<file path="config.mk">
export PLATFORM = sky130hd
export DESIGN_NAME = snake_move_ctrl_flat
export DESIGN_NICKNAME = d
export VERILOG_FILES = /design/src/rtl/snake_move_ctrl_pkg.sv /design/src/rtl/snake_move_ctrl_if.sv /design/src/rtl/snake_move_ctrl_body_fifo.sv /design/src/rtl/snake_move_ctrl.sv /design/src/flat_wrapper.sv
export SDC_FILE = /design/constraint.sdc
export NUM_CORES = 2
export LEC_CHECK = 0
export CORE_ASPECT_RATIO = 1.1
export CORE_MARGIN = 5
export CORE_UTILIZATION = 50
export CTS_BUF_LIST = sky130_fd_sc_hd__clkbuf_4
export CTS_CLUSTER_SIZE = 16
export DETAILED_ROUTE_END_ITERATION = 6
export HOLD_SLACK_MARGIN = 0.06
export PLACE_DENSITY = 0.65
export SKIP_CTS_REPAIR_TIMING = 1
export SYNTH_ARGS = -nofsm -noshare
export SYNTH_HDL_FRONTEND = slang
export SYNTH_SLANG_ARGS = --single-unit
</file>
<file path="constraint.sdc">
create_clock -name i_clk -period 29.9 [get_ports i_clk]
set_input_delay 8.97 -clock i_clk [delete_from_list [all_inputs] [get_ports i_clk]]
set_output_delay 8.97 -clock i_clk [all_outputs]
set_load 0.005 [all_outputs]
</file>
<file path="src/rtl/snake_move_ctrl_pkg.sv">
// Shared definitions for the snake board sequencer: grid geometry, cell codes,
// directions and FSM state encoding.
package snake_move_ctrl_pkg;

    localparam int GRID_W     = 14;
    localparam int GRID_H     = 14;
    localparam int ADDR_WIDTH = 8;
    localparam int DATA_WIDTH = 2;
    localparam int NUM_CELLS  = GRID_W * GRID_H;
    localparam int INIT_LEN   = 3;

    typedef logic [ADDR_WIDTH-1:0] addr_t;
    typedef logic [3:0]            coord_t;

    typedef enum logic [DATA_WIDTH-1:0] {
        CELL_EMPTY = 2'd0,
        CELL_BODY  = 2'd1,
        CELL_FOOD  = 2'd2,
        CELL_RSVD  = 2'd3
    } cell_t;

    typedef enum logic [1:0] {
        DIR_UP    = 2'd0,
        DIR_RIGHT = 2'd1,
        DIR_DOWN  = 2'd2,
        DIR_LEFT  = 2'd3
    } dir_t;

    typedef enum logic [3:0] {
        ST_IDLE, ST_CLEAR, ST_INIT, ST_FOOD_RD, ST_FOOD_CHK,
        ST_READY, ST_MOVE_RD, ST_MOVE_CHK, ST_TAIL, ST_DEAD
    } state_t;

    localparam addr_t  LAST_CELL = addr_t'(NUM_CELLS - 1);
    localparam addr_t  ROW_STEP  = addr_t'(GRID_W);
    localparam coord_t LAST_ROW  = coord_t'(GRID_H - 1);
    localparam coord_t LAST_COL  = coord_t'(GRID_W - 1);

    // Initial snake occupies row 7, cols 5..7, tail first.
    localparam addr_t  INIT_TAIL = addr_t'(103);
    localparam addr_t  INIT_HEAD = addr_t'(105);
    localparam coord_t INIT_ROW  = 4'd7;
    localparam coord_t INIT_COL  = 4'd7;

    function automatic addr_t cell_inc(input addr_t a);
        return (a == LAST_CELL) ? '0 : a + 1'b1;
    endfunction

endpackage

</file>
<file path="src/rtl/snake_move_ctrl_if.sv">
// Board memory port 0: the sequencer is master, the board RAM is slave.
interface snake_move_ctrl_if;
    import snake_move_ctrl_pkg::*;

    addr_t                 o_mem_addr;
    logic [DATA_WIDTH-1:0] o_mem_wdata;
    logic                  o_mem_we;
    logic [DATA_WIDTH-1:0] i_mem_rdata;

    modport master (output o_mem_addr, o_mem_wdata, o_mem_we, input i_mem_rdata);
    modport slave  (input o_mem_addr, o_mem_wdata, o_mem_we, output i_mem_rdata);
endinterface

</file>
<file path="src/rtl/snake_move_ctrl_body_fifo.sv">
// Ring buffer of snake body cell addresses; the oldest entry is the tail.
module snake_body_fifo
    import snake_move_ctrl_pkg::*;
(
    input  logic  i_clk,
    input  logic  i_rst_n,
    input  logic  i_clr,
    input  logic  i_push,
    input  logic  i_pop,
    input  addr_t i_din,
    output addr_t o_dout,
    output addr_t o_count
);

    addr_t r_buf [NUM_CELLS];
    addr_t r_wr_ptr;
    addr_t r_rd_ptr;
    addr_t r_count;

    always_ff @(posedge i_clk or negedge i_rst_n) begin
        if (!i_rst_n) begin
            r_wr_ptr <= '0;
            r_rd_ptr <= '0;
            r_count  <= '0;
        end else if (i_clr) begin
            r_wr_ptr <= '0;
            r_rd_ptr <= '0;
            r_count  <= '0;
        end else begin
            if (i_push) r_wr_ptr <= cell_inc(r_wr_ptr);
            if (i_pop)  r_rd_ptr <= cell_inc(r_rd_ptr);
            case ({i_push, i_pop})
                2'b10:   r_count <= r_count + 1'b1;
                2'b01:   r_count <= r_count - 1'b1;
                default: r_count <= r_count;
            endcase
        end
    end

    always_ff @(posedge i_clk) begin
        if (i_push) r_buf[r_wr_ptr] <= i_din;
    end

    assign o_dout  = r_buf[r_rd_ptr];
    assign o_count = r_count;

endmodule

</file>
<file path="src/rtl/snake_move_ctrl.sv">
// Owns board port 0: clears the board, places the snake and food, and executes
// one-step moves with collision and food detection.
module snake_move_ctrl
    import snake_move_ctrl_pkg::*;
(
    input  logic               i_clk,
    input  logic               i_rst_n,
    input  logic               i_start,
    input  logic               i_tick,
    input  logic [1:0]         i_dir,
    input  addr_t              i_food_addr,
    snake_move_ctrl_if.master  mem_if,
    output logic               o_busy,
    output logic               o_done,
    output logic               o_ate,
    output logic               o_dead,
    output addr_t              o_len,
    output addr_t              o_head_addr
);

    state_t r_state;
    dir_t   r_dir;
    addr_t  r_cnt, r_probe, r_head, r_next_addr, r_len;
    coord_t r_row, r_col, r_next_row, r_next_col;

    dir_t   w_dir;
    addr_t  w_next_addr, w_seed, w_fifo_din, w_fifo_dout, w_fifo_count;
    coord_t w_next_row, w_next_col;
    logic   w_off_grid, w_full, w_idle, w_blocked, w_food;

    assign w_idle    = (r_state == ST_IDLE) || (r_state == ST_READY) || (r_state == ST_DEAD);
    assign w_dir     = ((i_dir ^ r_dir) == 2'd2) ? r_dir : dir_t'(i_dir);
    assign w_seed    = (i_food_addr > LAST_CELL) ? '0 : i_food_addr;
    assign w_full    = (w_fifo_count == addr_t'(NUM_CELLS));
    assign w_blocked = (mem_if.i_mem_rdata == CELL_BODY) || (mem_if.i_mem_rdata == CELL_RSVD);
    assign w_food    = (mem_if.i_mem_rdata == CELL_FOOD);
    assign w_fifo_din = (r_state == ST_INIT) ? (INIT_TAIL + r_cnt) : r_next_addr;

    snake_body_fifo u_body (
        .i_clk   (i_clk),
        .i_rst_n (i_rst_n),
        .i_clr   (w_idle && i_start),
        .i_push  ((r_state == ST_INIT) || ((r_state == ST_MOVE_CHK) && !w_blocked)),
        .i_pop   (r_state == ST_TAIL),
        .i_din   (w_fifo_din),
        .o_dout  (w_fifo_dout),
        .o_count (w_fifo_count)
    );

    // Row/col are tracked alongside the head so edge detection needs no divide.
    always_comb begin
        w_next_row  = r_row;
        w_next_col  = r_col;
        w_next_addr = r_head;
        w_off_grid  = 1'b0;
        case (w_dir)
            DIR_UP:    if (r_row == '0) w_off_grid = 1'b1;
                       else begin w_next_row = r_row - 1'b1; w_next_addr = r_head - ROW_STEP; end
            DIR_DOWN:  if (r_row == LAST_ROW) w_off_grid = 1'b1;
                       else begin w_next_row = r_row + 1'b1; w_next_addr = r_head + ROW_STEP; end
            DIR_RIGHT: if (r_col == LAST_COL) w_off_grid = 1'b1;
                       else begin w_next_col = r_col + 1'b1; w_next_addr = r_head + 1'b1; end
            DIR_LEFT:  if (r_col == '0) w_off_grid = 1'b1;
                       else begin w_next_col = r_col - 1'b1; w_next_addr = r_head - 1'b1; end
            default: ;
        endcase
    end

    // Port 0 is decoded from state because the head write depends on the read
    // data returned in the same MOVE_CHK / FOOD_CHK cycle.
    always_comb begin
        mem_if.o_mem_addr  = '0;
        mem_if.o_mem_wdata = CELL_EMPTY;
        mem_if.o_mem_we    = 1'b0;
        o_done             = 1'b0;
        o_ate              = 1'b0;
        case (r_state)
            ST_CLEAR: begin
                mem_if.o_mem_addr = r_cnt;
                mem_if.o_mem_we   = 1'b1;
            end
            ST_INIT: begin
                mem_if.o_mem_addr  = w_fifo_din;
                mem_if.o_mem_wdata = CELL_BODY;
                mem_if.o_mem_we    = 1'b1;
            end
            ST_FOOD_RD: begin
                mem_if.o_mem_addr = r_probe;
                o_done            = w_full;
            end
            ST_FOOD_CHK: begin
                mem_if.o_mem_addr  = r_probe;
                mem_if.o_mem_wdata = CELL_FOOD;
                mem_if.o_mem_we    = (mem_if.i_mem_rdata == CELL_EMPTY);
                o_done             = (mem_if.i_mem_rdata == CELL_EMPTY);
            end
            ST_MOVE_RD: mem_if.o_mem_addr = r_next_addr;
            ST_MOVE_CHK: begin
                mem_if.o_mem_addr  = r_next_addr;
                mem_if.o_mem_wdata = CELL_BODY;
                mem_if.o_mem_we    = !w_blocked;
                o_ate              = w_food;
            end
            ST_TAIL: begin
                mem_if.o_mem_addr = w_fifo_dout;
                mem_if.o_mem_we   = 1'b1;
                o_done            = 1'b1;
            end
            default: ;
        endcase
    end

    always_ff @(posedge i_clk or negedge i_rst_n) begin
        if (!i_rst_n) begin
            r_state     <= ST_IDLE;
            r_dir       <= DIR_RIGHT;
            r_cnt       <= '0;
            r_probe     <= '0;
            r_head      <= '0;
            r_next_addr <= '0;
            r_len       <= '0;
            r_row       <= '0;
            r_col       <= '0;
            r_next_row  <= '0;
            r_next_col  <= '0;
        end else begin
            case (r_state)
                ST_IDLE, ST_READY, ST_DEAD: begin
                    if (i_start) begin
                        r_state <= ST_CLEAR;
                        r_cnt   <= '0;
                        r_len   <= '0;
                    end else if ((r_state == ST_READY) && i_tick) begin
                        r_dir <= w_dir;
                        if (w_off_grid) begin
                            r_state <= ST_DEAD;
                        end else begin
                            r_state     <= ST_MOVE_RD;
                            r_next_addr <= w_next_addr;
                            r_next_row  <= w_next_row;
                            r_next_col  <= w_next_col;
                        end
                    end
                end
                ST_CLEAR: begin
                    if (r_cnt == LAST_CELL) begin
                        r_cnt   <= '0;
                        r_state <= ST_INIT;
                    end else begin
                        r_cnt <= r_cnt + 1'b1;
                    end
                end
                ST_INIT: begin
                    if (r_cnt == addr_t'(INIT_LEN - 1)) begin
                        r_state <= ST_FOOD_RD;
                        r_head  <= INIT_HEAD;
                        r_row   <= INIT_ROW;
                        r_col   <= INIT_COL;
                        r_dir   <= DIR_RIGHT;
                        r_len   <= addr_t'(INIT_LEN);
                        r_probe <= w_seed;
                    end else begin
                        r_cnt <= r_cnt + 1'b1;
                    end
                end
                ST_FOOD_RD: r_state <= w_full ? ST_READY : ST_FOOD_CHK;
                ST_FOOD_CHK: begin
                    if (mem_if.i_mem_rdata == CELL_EMPTY) begin
                        r_state <= ST_READY;
                    end else begin
                        r_probe <= cell_inc(r_probe);
                        r_state <= ST_FOOD_RD;
                    end
                end
                ST_MOVE_RD: r_state <= ST_MOVE_CHK;
                ST_MOVE_CHK: begin
                    if (w_blocked) begin
                        r_state <= ST_DEAD;
                    end else begin
                        r_head <= r_next_addr;
                        r_row  <= r_next_row;
                        r_col  <= r_next_col;
                        if (w_food) begin
                            r_len   <= r_len + 1'b1;
                            r_probe <= w_seed;
                            r_state <= ST_FOOD_RD;
                        end else begin
                            r_state <= ST_TAIL;
                        end
                    end
                end
                ST_TAIL: r_state <= ST_READY;
                default: r_state <= ST_IDLE;
            endcase
        end
    end

    assign o_busy      = !w_idle;
    assign o_dead      = (r_state == ST_DEAD);
    assign o_len       = r_len;
    assign o_head_addr = r_head;

endmodule

</file>
<file path="src/flat_wrapper.sv">
// flat-port wrapper written by rule: the top's interface ports become plain ports
module snake_move_ctrl_flat import snake_move_ctrl_pkg::*;
  (i_clk, i_rst_n, i_start, i_tick, i_dir, i_food_addr, o_busy, o_done, o_ate, o_dead, o_len, o_head_addr, mem_if_o_mem_addr, mem_if_o_mem_wdata, mem_if_o_mem_we, mem_if_i_mem_rdata);
  snake_move_ctrl_if mem_if_i ();
  input  logic i_clk;
  input  logic i_rst_n;
  input  logic i_start;
  input  logic i_tick;
  input  logic [1:0] i_dir;
  input  addr_t i_food_addr;
  output logic o_busy;
  output logic o_done;
  output logic o_ate;
  output logic o_dead;
  output addr_t o_len;
  output addr_t o_head_addr;
  output wire logic [$bits(mem_if_i.o_mem_addr)-1:0] mem_if_o_mem_addr;
  output wire logic [$bits(mem_if_i.o_mem_wdata)-1:0] mem_if_o_mem_wdata;
  output wire logic [$bits(mem_if_i.o_mem_we)-1:0] mem_if_o_mem_we;
  input wire logic [$bits(mem_if_i.i_mem_rdata)-1:0] mem_if_i_mem_rdata;
  assign mem_if_o_mem_addr = mem_if_i.o_mem_addr;
  assign mem_if_o_mem_wdata = mem_if_i.o_mem_wdata;
  assign mem_if_o_mem_we = mem_if_i.o_mem_we;
  assign mem_if_i.i_mem_rdata = mem_if_i_mem_rdata;
  snake_move_ctrl u_core (.i_clk(i_clk), .i_rst_n(i_rst_n), .i_start(i_start), .i_tick(i_tick), .i_dir(i_dir), .i_food_addr(i_food_addr), .mem_if(mem_if_i), .o_busy(o_busy), .o_done(o_done), .o_ate(o_ate), .o_dead(o_dead), .o_len(o_len), .o_head_addr(o_head_addr));
endmodule
</file>
### Word level (Yosys, flattened, before mapping)

Memory sizes are Yosys's and may differ from the RTL's.
Cells that the tools add are included.

| cells by class | value |
|---|---|
| bitwise operators | 3 |
| magnitude comparators | 1 |
| $add $sub $neg | 16 |
| multiplexer cells | 70 |
| equal/unequal tests | 36 |
| reductions and logical operators | 34 |

Operators by type and width:

| operator | count |
|---|---|
| 8-bit 2-to-1 mux | 26 |
| 8-bit case mux with 3 select lines | 3 |
| 8-bit by 1-bit adder with 8-bit output (second input constant) | 7 |
| 4-bit 2-to-1 mux | 14 |
| 8-bit == test (second input constant) | 5 |
| 8-bit case mux with 5 select lines | 1 |
| 4-bit case mux with 2 select lines | 4 |
| 4-bit case mux with 8 select lines | 1 |
| 8-bit case mux with 2 select lines | 2 |
| 8-bit case mux with 4 select lines | 1 |
| 4-bit by 3-bit == test with 1-bit output (second input constant) | 4 |
| 4-bit == test (second input constant) | 4 |
| 8-bit by 1-bit subtractor with 8-bit output (second input constant) | 2 |
| 2-bit == test (second input constant) | 6 |
| 4-bit logical NOT | 3 |
| 2-bit inequality test (second input constant) | 6 |
| 3-bit nonzero test | 4 |
| 5-bit AND reduction | 2 |
| 3-bit AND reduction | 3 |
| 4-bit by 1-bit adder with 4-bit output (second input constant) | 2 |
| 7-bit by 8-bit adder with 8-bit output (first input constant) | 1 |
| 8-bit by 4-bit adder with 8-bit output (second input constant) | 1 |
| 4-bit by 2-bit == test with 1-bit output (second input constant) | 2 |
| 8-bit by 2-bit == test with 1-bit output (second input constant) | 1 |
| other kinds (23) | 55 |

| word-level totals | value |
|---|---|
| bits in writable memories | 1568 |
| word-level logic and storage cells | 175 |
| input port bits | 16 |
| memories | 1 |
| output and inout bits | 31 |
| bits in registers | 86 |

Memory list:

| memory | depth | width | rd ports | clocked after memory_dff | wr ports | RTL line | RTL |
|---|---|---|---|---|---|---|---|
| u_core.u_body.r_buf | 196 | 8 | 1 | 0 | 1 | snake_move_ctrl_body_fifo.sv:15 | `addr_t r_buf [NUM_CELLS];` |

### Logic depth before layout (Yosys ltp)

| depth | value |
|---|---|
| depth in word-level cells | 9 |
| mapped depth | 15 |

### Cells and area by module

Synthesis repeated with hierarchy kept, for this count alone.

| second synthesis, totals | value |
|---|---|
| cell total of the unflattened synthesis | 3702 |
| area, all modules | 67471.0 um^2 |

Modules (own cells, without submodules):

| module | cells an instance | area an instance (um^2) | times used |
|---|---|---|---|
| snake_body_fifo | 3080 | 62467.4 | 1 |
| snake_move_ctrl | 622 | 5003.5 | 1 |

### Worst setup path before layout

Ideal clock, no wire load.

| timing | value |
|---|---|
| path type | in2out |
| start point | input port mem_if_i_mem_rdata[0] |
| end point | output port mem_if_o_mem_we |
| arrival time | 9604 ps |
| data required time | 20930 ps |
| path buffers | 0 |
| path slack | 11326 ps |
| stages | 5 |
| cells stage by stage | nor2_1 -> nand3_1 -> o21ai_0 -> o22ai_1 -> o21ai_0 |

| on the way | value |
|---|---|
| longest elaborated chain between the ends | 4 |
| elaborated cells on any way between the ends | 6 |
| classes of those cells | 2 x eq/ne; 1 x mux; 3 x reduce/logical |

RTL lines:

| what | RTL line | RTL |
|---|---|---|
| start, declared | flat_wrapper.sv:20 | `input wire logic [$bits(mem_if_i.i_mem_rdata)-1:0] mem_if_i_mem_rdata;` |
| 2-bit by 1-bit == test with 1-bit output / 2-bit == test (equally long branches) | snake_move_ctrl.sv:35 | `assign w_blocked = (mem_if.i_mem_rdata == CELL_BODY) \|\| (mem_if.i_mem_rdata == CELL_RSVD);` |
| 1-bit logical OR | snake_move_ctrl.sv:35 |  |
| 1-bit logical NOT | snake_move_ctrl.sv:101 | `mem_if.o_mem_we = !w_blocked;` |
| 1-bit case mux with 3 select lines * | snake_move_ctrl.sv:77 | `case (r_state)` |
| end, declared | flat_wrapper.sv:19 | `output wire logic [$bits(mem_if_i.o_mem_we)-1:0] mem_if_o_mem_we;` |

Every way passes the cells marked *; elsewhere a longest branch is shown, timed or not.

### Worst setup path after layout

Same ends and word-level chain as after synthesis.

==> metrics.txt <==
Most used DFF post-synth=edfxtp_1; CP max FO=7; worst-skew pair later-pin latency=~1.3 ns; asr flop ratio synth=under 10%; initial core utilization=roughly 50%; DRT Wirelength=173000 um; Post-synth EDFFs=1568; Port Buffer Count=46; Synth area leader=edfxtp_1; distinct cell type count after synthesis=slightly above 80; initial antenna violation count=4; multi-input logic area=about 0.017 sq mm; WP data required=between 20 and 25 ns; area grow syn2layout=10.6%; full die area=0.141 sq mm; power per cell area=84.6 mW/mm^2; Syn Nets=3708; Sw Ratio=30.3%; Final Hold Fails=0; CTS Buf Count=409; worst min path class=reg -> reg; CTS Root Cell=clkbuf_4; Yosys reg bits=1654; Worst EP arrival=10.92 ns; yosys warns=0; row cnt=140; Die Width=about 360 um; pre-CTS WS=10.07 ns; Comb pwr share=22.6%; sequential power share=49.0%; critical path launch point type=primary input; detailed-route via count=37200; Die Height=394 um; CORE AREA=0.133 sq mm; Worst-Margin Slew=1.27 ns; Slew Limit Fails=0; CTS clk-pin slew, worst paths=around 0.060 ns; final clock skew=0.0715 ns; Final ANT Viol Nets=0; part of the cycle the worst path needs=between 60% and 70%; Highest Clock Rate=50.3 MHz; Yosys top cell area share=70.3%; Clock Power Share=28.4%; internal power=4.37 mW; H-tree depth=5; first-pass GRT wire length=252000 um; most frequent cell after synthesis=edfxtp_1; sequential fraction of the synthesis area=between 70 and 80%; switching power=1.90 mW; Layout Nets=4016; # clock sinks=1654; largest net degree at the start of global routing=109; Post-DP HPWL=a little over 100000 um; io pins=47; Finished Core Util=a little under three fifths; total negative slack=0 ns; Mean Syn Cell Area=18.3 sq um; Final Power=6.27 mW; top cells by area, synth=edfxtp_1, mux4_2, dfrtp_1; GP Congestion=0.907; Synth top cells by count=edfxtp_1, mux4_2, nor2_1; vias in the first global route=37000; flip-flop and latch area=slightly below 0.05 sq mm; Finished Cell Area=0.0741 sq mm; drt wl/cell=28.8 um; status=completed; Final WS setup=10.01 ns; RSZ-0062 raised after global routing=no; Post-DP Area=0.0692 sq mm; kind of end point of the critical path=primary output; Synth Cell Area=0.0670 sq mm; drt pass-1 iters=5; maximum clock path buffer count=4; CTS tree=yes; Worst VDD drop=0.0861 mV; via density per instance=6.18; number of fill cells=10400; gr ovfl total=0; Tot GR Track Use=~24%; Syn Inst Count=3666; setup violators final=0; Max Cap Violations=0; Slew HR=15.0%; share of cells above drive strength 1=25.5%; remaining routing DRC violations=0; Final min period=19.89 ns; Initial DRC Count=approximately 4600; Pleak=23.7 nW; Setup CP Type=in -> out
[cell type report]
| cell class | count | area share (%) |
|---|---|---|
| clock inverters | 105 | 0.693 |
| clock buffers | 578 | 5.86 |
| repair buffers | 120 | 1.40 |
| diodes | 3 | 0.0101 |
| multi-input cells | 1761 | 22.4 |
| flip-flops and latches | 1654 | 66.5 |
| inverters | 28 | 0.145 |
| well taps | 1775 | 3.00 |
[worst paths after layout]
path                       cells after the start                               endpoint  slack (ns)                              from
max                                            7                        mem_if_o_mem_we       10.01             mem_if_i_mem_rdata[0]
min                                            2       u_core.r_next_col[0]$_DFFE_PN0P_        0.49  u_core.r_next_col[0]$_DFFE_PN0P_
max reg2reg                                    4  u_core.u_body.r_buf[126][6]$_DFFE_PP_       25.08     u_core.r_state[0]$_DFFE_PN0P_
min reg2reg                                    2       u_core.r_next_col[0]$_DFFE_PN0P_        0.49  u_core.r_next_col[0]$_DFFE_PN0P_
max in group asynchronous                      2      u_core.r_next_addr[0]$_DFFE_PN0P_       21.11                           i_rst_n
min in group asynchronous                      1            u_core.o_len[6]$_DFFE_PN0P_        7.70                           i_rst_n
[power by group through the flow]
stage	Clock, mW	Combinational (mW)	Sequential [mW]
2_1_floorplan	0	0.922	3.25
5_1_grt	1.95	1.52	3.08
3_3_place_gp	0	1.40	3.12
4_1_cts	1.82	1.43	3.07
3_5_place_dp	0	1.43	3.12
6_report	1.78	1.42	3.07
[sequential cells by signal, summed over array words and instances (netlist names)]
signal,cells
u_core.o_len,8
u_core.u_body.r_buf,1568
u_core.r_next_addr,8
u_core.r_probe,8
u_core.r_next_col,4
u_core.r_state,4
u_core.u_body.o_count,8
u_core.r_cnt,8
u_core.r_dir,2
u_core.r_row,4
u_core.r_col,4
u_core.u_body.r_wr_ptr,8
u_core.u_body.r_rd_ptr,8
u_core.o_head_addr,8
u_core.r_next_row,4
[cell families after synthesis]
| kind of cell | count (synthesis) | synth area share, % |
|---|---|---|
| AO/OA/AOI/OAI | 466 | 4.54 |
| XOR/XNOR | 38 | 0.497 |
| adder cells (fa/ha/maj) | 27 | 0.501 |
| buffers and inverters | 251 | 1.90 |
| flip-flops | 1654 | 73.5 |
| multiplexers | 523 | 14.4 |
| AND/OR/NAND/NOR | 707 | 4.63 |
[per-stage QoR]
| step | hold slack [ns] | instances |
|---|---|---|
| 6_report | 0.489 | 6024 |
| 5_1_grt | 0.514 | 6024 |
| 4_1_cts | 0.487 | 6021 |
| 3_5_place_dp | 0.469 | 5338 |
| 3_3_place_gp | 0.468 | 5338 |
| 2_1_floorplan | 0.445 | 3666 |
[cell usage in the layout (no fill, tap or decap), types with 8 or more instances in the layout]
cell,count
edfxtp_1,1568
clkbuf_4,578
mux4_2,352
nor2_1,304
nand2_1,202
mux2i_1,162
o21ai_0,120
a21oi_1,98
clkinv_1,89
dfrtp_1,80
buf_4,73
nand3_1,57
clkdlybuf4s50_1,45
a22oi_1,35
o22ai_1,32
a211oi_1,26
ha_1,26
nor3_1,25
inv_1,23
xor2_1,22
and3_1,19
xnor2_1,16
o211ai_1,16
a221oi_1,16
o221ai_1,14
a31oi_1,12
nor3b_1,12
nand4_1,11
o21ai_1,11
clkinv_2,11
nor2b_1,10
mux2_2,9
nand2_2,8
[metal layers]
metal	routed length (um)	up-vias	track usage, %
li1	-	15700	-
met3	16100	335	6.00
met2	81600	1971	37.4
met1	68700	19300	33.9
met4	6910	2	10.1
met5	13	-	0
[worst max-delay path, cell delays in order]
cell             delay, ns
clkdlybuf4s50_1       0.52
nor2_1                0.31
nand3_1               0.12
o21ai_0               0.11
o22ai_1               0.10
o21ai_0               0.23
clkdlybuf4s50_1       0.56
Note: power is estimated with default switching activity, not from simulation.
